**src/rtl/uart_pkg.sv**
```systemverilog
// Shared UART definitions: receiver state encoding, frame shape and bit-period math
// (the bit-period math is shared with the transmitter as well).
package uart_pkg;

  localparam int DATA_BITS = 8;
  localparam int STOP_BITS = 1;

  typedef enum logic [2:0] {
    IDLE      = 3'd0,
    START     = 3'd1,
    DATA      = 3'd2,
    STOP      = 3'd3,
    WAIT_HIGH = 3'd4
  } uart_state_e;

  // Clocks per bit, rounded to nearest.
  function automatic int clks_per_bit(input int clk_hz, input int baud);
    return (clk_hz + baud / 2) / baud;
  endfunction

endpackage

```
**src/rtl/sync_fifo.sv**
```systemverilog
// Single-clock FIFO with first-word fall-through head and full/empty flags.
// A push is accepted while full only when a pop happens in the same cycle.
module sync_fifo #(
  parameter int WIDTH = 8,
  parameter int DEPTH = 4
) (
  input  logic             clk,
  input  logic             reset,
  input  logic             push,
  input  logic [WIDTH-1:0] push_data,
  input  logic             pop,
  output logic [WIDTH-1:0] pop_data,
  output logic             full,
  output logic             empty
);
  localparam int AW = $clog2(DEPTH);

  logic [WIDTH-1:0] mem [DEPTH];
  logic [AW-1:0]    wr_ptr, rd_ptr;
  logic [AW:0]      count;
  logic             do_push, do_pop;

  assign empty    = (count == '0);
  assign full     = (count == (AW+1)'(DEPTH));
  assign do_pop   = pop && !empty;
  assign do_push  = push && (!full || do_pop);
  assign pop_data = mem[rd_ptr];

  always_ff @(posedge clk) begin
    if (reset) begin
      wr_ptr <= '0;
      rd_ptr <= '0;
      count  <= '0;
      for (int i = 0; i < DEPTH; i++) mem[i] <= '0;
    end else begin
      if (do_push) begin
        mem[wr_ptr] <= push_data;
        wr_ptr      <= wr_ptr + 1'b1;
      end
      if (do_pop) rd_ptr <= rd_ptr + 1'b1;
      case ({do_push, do_pop})
        2'b10:   count <= count + 1'b1;
        2'b01:   count <= count - 1'b1;
        default: count <= count;
      endcase
    end
  end

endmodule

```
**src/rtl/uart_rx_fifo_rx.sv**
```systemverilog
// 8N1 console receiver: two-flop synchronizer, mid-bit sampling FSM and a small
// receive FIFO so software polling gaps do not lose characters.
module uart_rx_fifo_rx
  import uart_pkg::*;
#(
  parameter int CLK_HZ     = 26000000,
  parameter int BAUD       = 115200,
  parameter int FIFO_DEPTH = 4
) (
  input  logic       clk,
  input  logic       reset,
  input  logic       rxd,
  output logic [7:0] rx_data,
  output logic       rx_valid,
  input  logic       rx_ready,
  output logic       frame_err,
  output logic       overrun,
  output logic       busy
);
  localparam int CPB = clks_per_bit(CLK_HZ, BAUD);
  localparam int CW  = $clog2(CPB);
  localparam logic [CW-1:0] CNT_BIT  = CW'(CPB - 1);
  localparam logic [CW-1:0] CNT_HALF = CW'(CPB / 2 - 1);
  localparam logic [2:0]    IDX_LAST = 3'(DATA_BITS - 1);

  logic [1:0]  sync;
  logic        rx_s;
  uart_state_e state;
  logic [CW-1:0] cnt;
  logic [2:0]  idx;
  logic [7:0]  sh;
  logic        push, pop, full, empty;

  assign rx_s = sync[1];

  always_ff @(posedge clk) begin
    if (reset) sync <= 2'b11;
    else       sync <= {sync[0], rxd};
  end

  always_ff @(posedge clk) begin
    if (reset) begin
      state     <= IDLE;
      cnt       <= '0;
      idx       <= '0;
      sh        <= '0;
      frame_err <= 1'b0;
    end else begin
      frame_err <= 1'b0;
      case (state)
        IDLE: if (!rx_s) begin
          state <= START;
          cnt   <= '0;
        end
        START: if (cnt == CNT_HALF) begin
          // A high line at mid-start is a glitch; drop it silently.
          cnt   <= '0;
          idx   <= '0;
          state <= rx_s ? IDLE : DATA;
        end else cnt <= cnt + 1'b1;
        DATA: if (cnt == CNT_BIT) begin
          cnt <= '0;
          sh  <= {rx_s, sh[7:1]};
          idx <= idx + 1'b1;
          if (idx == IDX_LAST) state <= STOP;
        end else cnt <= cnt + 1'b1;
        STOP: if (cnt == CNT_BIT) begin
          cnt <= '0;
          if (rx_s) state <= IDLE;
          else begin
            frame_err <= 1'b1;
            state     <= WAIT_HIGH;
          end
        end else cnt <= cnt + 1'b1;
        // Hold off new starts until a break releases the line.
        WAIT_HIGH: if (rx_s) state <= IDLE;
        default: state <= IDLE;
      endcase
    end
  end

  assign busy     = (state != IDLE);
  assign push     = (state == STOP) && (cnt == CNT_BIT) && rx_s;
  assign rx_valid = !empty;
  assign pop      = rx_valid && rx_ready;

  always_ff @(posedge clk) begin
    if (reset) overrun <= 1'b0;
    else       overrun <= push && full && !pop;
  end

  sync_fifo #(.WIDTH(8), .DEPTH(FIFO_DEPTH)) u_fifo (
    .clk       (clk),
    .reset     (reset),
    .push      (push),
    .push_data (sh),
    .pop       (pop),
    .pop_data  (rx_data),
    .full      (full),
    .empty     (empty)
  );

endmodule

```
**config.mk**
```make
export PLATFORM = sky130hd
export DESIGN_NAME = uart_rx_fifo_rx
export DESIGN_NICKNAME = d
export VERILOG_FILES = /design/src/rtl/uart_pkg.sv /design/src/rtl/sync_fifo.sv /design/src/rtl/uart_rx_fifo_rx.sv
export SDC_FILE = /design/constraint.sdc
export NUM_CORES = 1
export LEC_CHECK = 0
export BUFFER_PORTS_ARGS = -buffer_cell sky130_fd_sc_hd__buf_2
export CAP_MARGIN = 5
export CORE_ASPECT_RATIO = 1.4
export CORE_MARGIN = 2
export CORE_UTILIZATION = 45
export DETAILED_ROUTE_END_ITERATION = 7
export SLEW_MARGIN = 0
export SYNTH_ARGS = -nofsm -noshare
export SYNTH_HDL_FRONTEND = slang
export SYNTH_SLANG_ARGS = --single-unit
export TNS_END_PERCENT = 20
```
**constraint.sdc**
```tcl
create_clock -name clk -period 3.2 [get_ports clk]
set_input_delay 0.32 -clock clk [delete_from_list [all_inputs] [get_ports clk]]
set_output_delay 0.32 -clock clk [all_outputs]
set_load 0.1 [all_outputs]
```
==> impl_metrics.py <==
metrics = {
    "outcome": {
        "outcome": "completed",
    },
    "die": {
        "rows": 36,
        "start_util": 0.464,
        "io_pins": 16,
        "fp.dieH_um": 104,
        "dieWidth_um": 75.7,
        "die_area_sq_mm": 0.00791,
        "coreArea_sq_mm": 0.00698,
    },
    "clocking": {
        "cts_num_sinks": 67,
        "cts_tree": "done",
        "cts_setup_buffers": 0,
        "clk_path_buf_depth": 2,
        "cts_inserted_buffers": 9,
        "path_clk_slew_ns": 0.07,
        "cts-root-buf": "clkbuf_8",
        "clock_latency_ns": 0.33,
        "hold_buffers": 0,
        "cts-htree-levels": 3,
        "cts_resized": 0,
    },
    "setup_path": {
        "crit_fanout": 5,
        "cp.arrival_ns": 2.73,
        "cp.required_ns": 3.47,
        "end_kind": "flop",
        "path_class": "flop to flop",
        "start_kind": "flop",
    },
    "yosys": {
        "synth_fp_nets": 283,
        "syn_avg_cell_area_sq_um": 11.9,
        "yosys_warnings": 0,
        "ys_ff_latch": 67,
        "synth_area_leader_cell": "edfxtp_1",
        "synthTopCellsByArea": "edfxtp_1, dfxtp_1, and2_1, mux4_2, nor2_1",
        "synth_top_area_share": 0.296,
        "synth_cells": 272,
        "async_reset_ff_frac": 0,
        "synth_area_sq_mm": 0.00324,
        "synthFlopType": "dfxtp_1",
        "seq_area_frac_synth": 0.513,
        "synth_enable_flop_cells": 32,
        "ys_types": 60,
    },
    "global_route": {
        "grt_pass1_vias": 2016,
        "grt_pass1_wl_um": 9950,
        "gr-total-overflow": 0,
        "grt_use_total": 0.168,
        "grt_max_degree": 34,
        "antenna_found_initial": 0,
    },
    "sta": {
        "worst_slew_pin_slew_ns": 0.554,
        "slew_viol_final": 0,
        "setup_ws_ns": 0.742,
        "hold_viol": 0,
        "fin_crit_sh": 0.768,
        "setup_tns_ns": 0,
        "setup_viol": 0,
        "fmax_ghz": 0.407,
        "max_slew_margin": 0.630,
        "rsz0062_at_grt": "no",
        "finClkSkew_ns": 0.00665,
        "post-route-min-period_ns": 2.46,
    },
    "min_path": {
        "hold_path.class": "primary input to flop",
    },
    "placement": {
        "io_buffers": 15,
        "dp_hpwl_um": 4200,
        "gp_congestion": 0.765,
        "place_area_sq_mm": 0.00336,
        "place_ws_ns": 0.690,
    },
    "route": {
        "routed_wl_um": 5830,
        "antenna_left": 0,
        "drc": 0,
        "drt_iter0_drc": 62,
        "first_pass_iters": 4,
        "num_vias": 1985,
        "viasPerCell": 5.12,
        "routedWlPerCell_um": 15.0,
    },
    "cells_and_area": {
        "area_delta_synth_final_pct": 10.6,
        "final_cell_mix": "dfxtp_1, and2_1, edfxtp_1",
        "nets": 299,
        "antenna_cells": 0,
        "layout-drive-gt1-share": 0.225,
        "fill_cells": 627,
        "final_area_sq_mm": 0.00358,
        "final_common_cell": "dfxtp_1",
        "utilization": 0.513,
    },
    "flow_run": {
        "cap_violations": 0,
    },
    "power_and_ir_drop": {
        "pwr_density_cell_mw_per_mm2": 493,
        "p_leak_nw": 1.35,
        "peakVddDrop_v": 0.000251,
        "total_power_mw": 1.77,
    },
}
## path summary, 6_finish.rpt
| kind | startpoint | endpoint | slack (ns) | cells after the start |
|---|---|---|---|---|
| max reg2reg | u_fifo.count[0] | u_fifo.count[2] | 0.74 | 10 |
| min | rxd | sync[0] | 0.16 | 2 |
| min reg2reg | sync[0] | sync[1] | 0.41 | 1 |
| max | u_fifo.count[0] | u_fifo.count[2] | 0.74 | 10 |
## sequential cells by signal, indices dropped and copies added, names as in the netlist, named ones only
name           count
u_fifo.wr_ptr      2
idx                3
frame_err          1
state              3
sync               2
u_fifo.count       3
sh                 8
u_fifo.mem        32
u_fifo.rd_ptr      2
overrun            1
cnt                8
## kinds of logic after synthesis
| group | share of synthesized area |
|---|---|
| AO/OA/AOI/OAI | 0.0865 |
| AND/OR/NAND/NOR | 0.228 |
| multiplexers | 0.0834 |
| adder cells (fa/ha/maj) | 0.0293 |
| XOR/XNOR | 0.0216 |
| flip-flops | 0.513 |
| buffers and inverters | 0.0382 |
## power by group
part | switching [mW] | internal, mW
clock | 0.336 | 0.444
sequential | 0.00699 | 0.910
combinational | 0.0538 | 0.0170
total | 0.396 | 1.37
## final cells by class
type / count / area, sq um / area share
Timing Repair Buffer: 18 / 97.6 / 0.0272
Clock buffer: 9 / 124 / 0.0346
Multi-Input combinational cell: 185 / 1460 / 0.406
Sequential cell: 67 / 1660 / 0.464
Tap cell: 95 / 119 / 0.0332
Inverter: 7 / 26.3 / 0.00733
Clock inverter: 7 / 100 / 0.0279
## per-stage QoR
stage,hold WS [ns],instances
3_3_place_gp,0.401,372
3_5_place_dp,0.400,372
5_1_grt,0.148,388
6_report,0.165,388
2_1_floorplan,0.389,272
4_1_cts,0.149,388
## cells in the mapped netlist (2+ instances only)
library cell and number:
and2_1 32, dfxtp_1 35, o21ai_0 8, nor3_1 2, nand2b_1 3, buf_6 3, ha_1 6, a211o_2 2
or3_1 4, a21o_1 3, nor2_1 25, nor2b_1 4, nand2_1 10, xor2_1 5, nand4b_1 2, xnor2_1 3
nor4_4 2, a211oi_1 2, mux4_2 8, edfxtp_1 32, nand3_1 4, clkbuf_8 2, or2_2 4, mux2i_1 9
a21oi_1 13, a221o_1 2, nand4_1 2, a22o_1 3, clkbuf_1 4, and3b_1 2, inv_1 7
## per-layer routing
layer,part of all wire,global-route usage,vias up
met5,0,0,-
met4,0.0091,0.0639,0
met3,0.027,0.0484,6
met2,0.55,0.289,21
met1,0.41,0.188,946
li1,-,-,1012
## critical path, cell delays in order, from the launching register on
cell,delay [ns]
dfxtp_1,0.36
nor4b_2,0.41
nand2b_2,0.31
nor2_1,0.06
nand2_1,0.06
ha_1,0.16
inv_1,0.06
fa_1,0.37
xor2_1,0.16
or3_1,0.30
a21oi_1,0.14
Power figures use the tool's default switching activity.
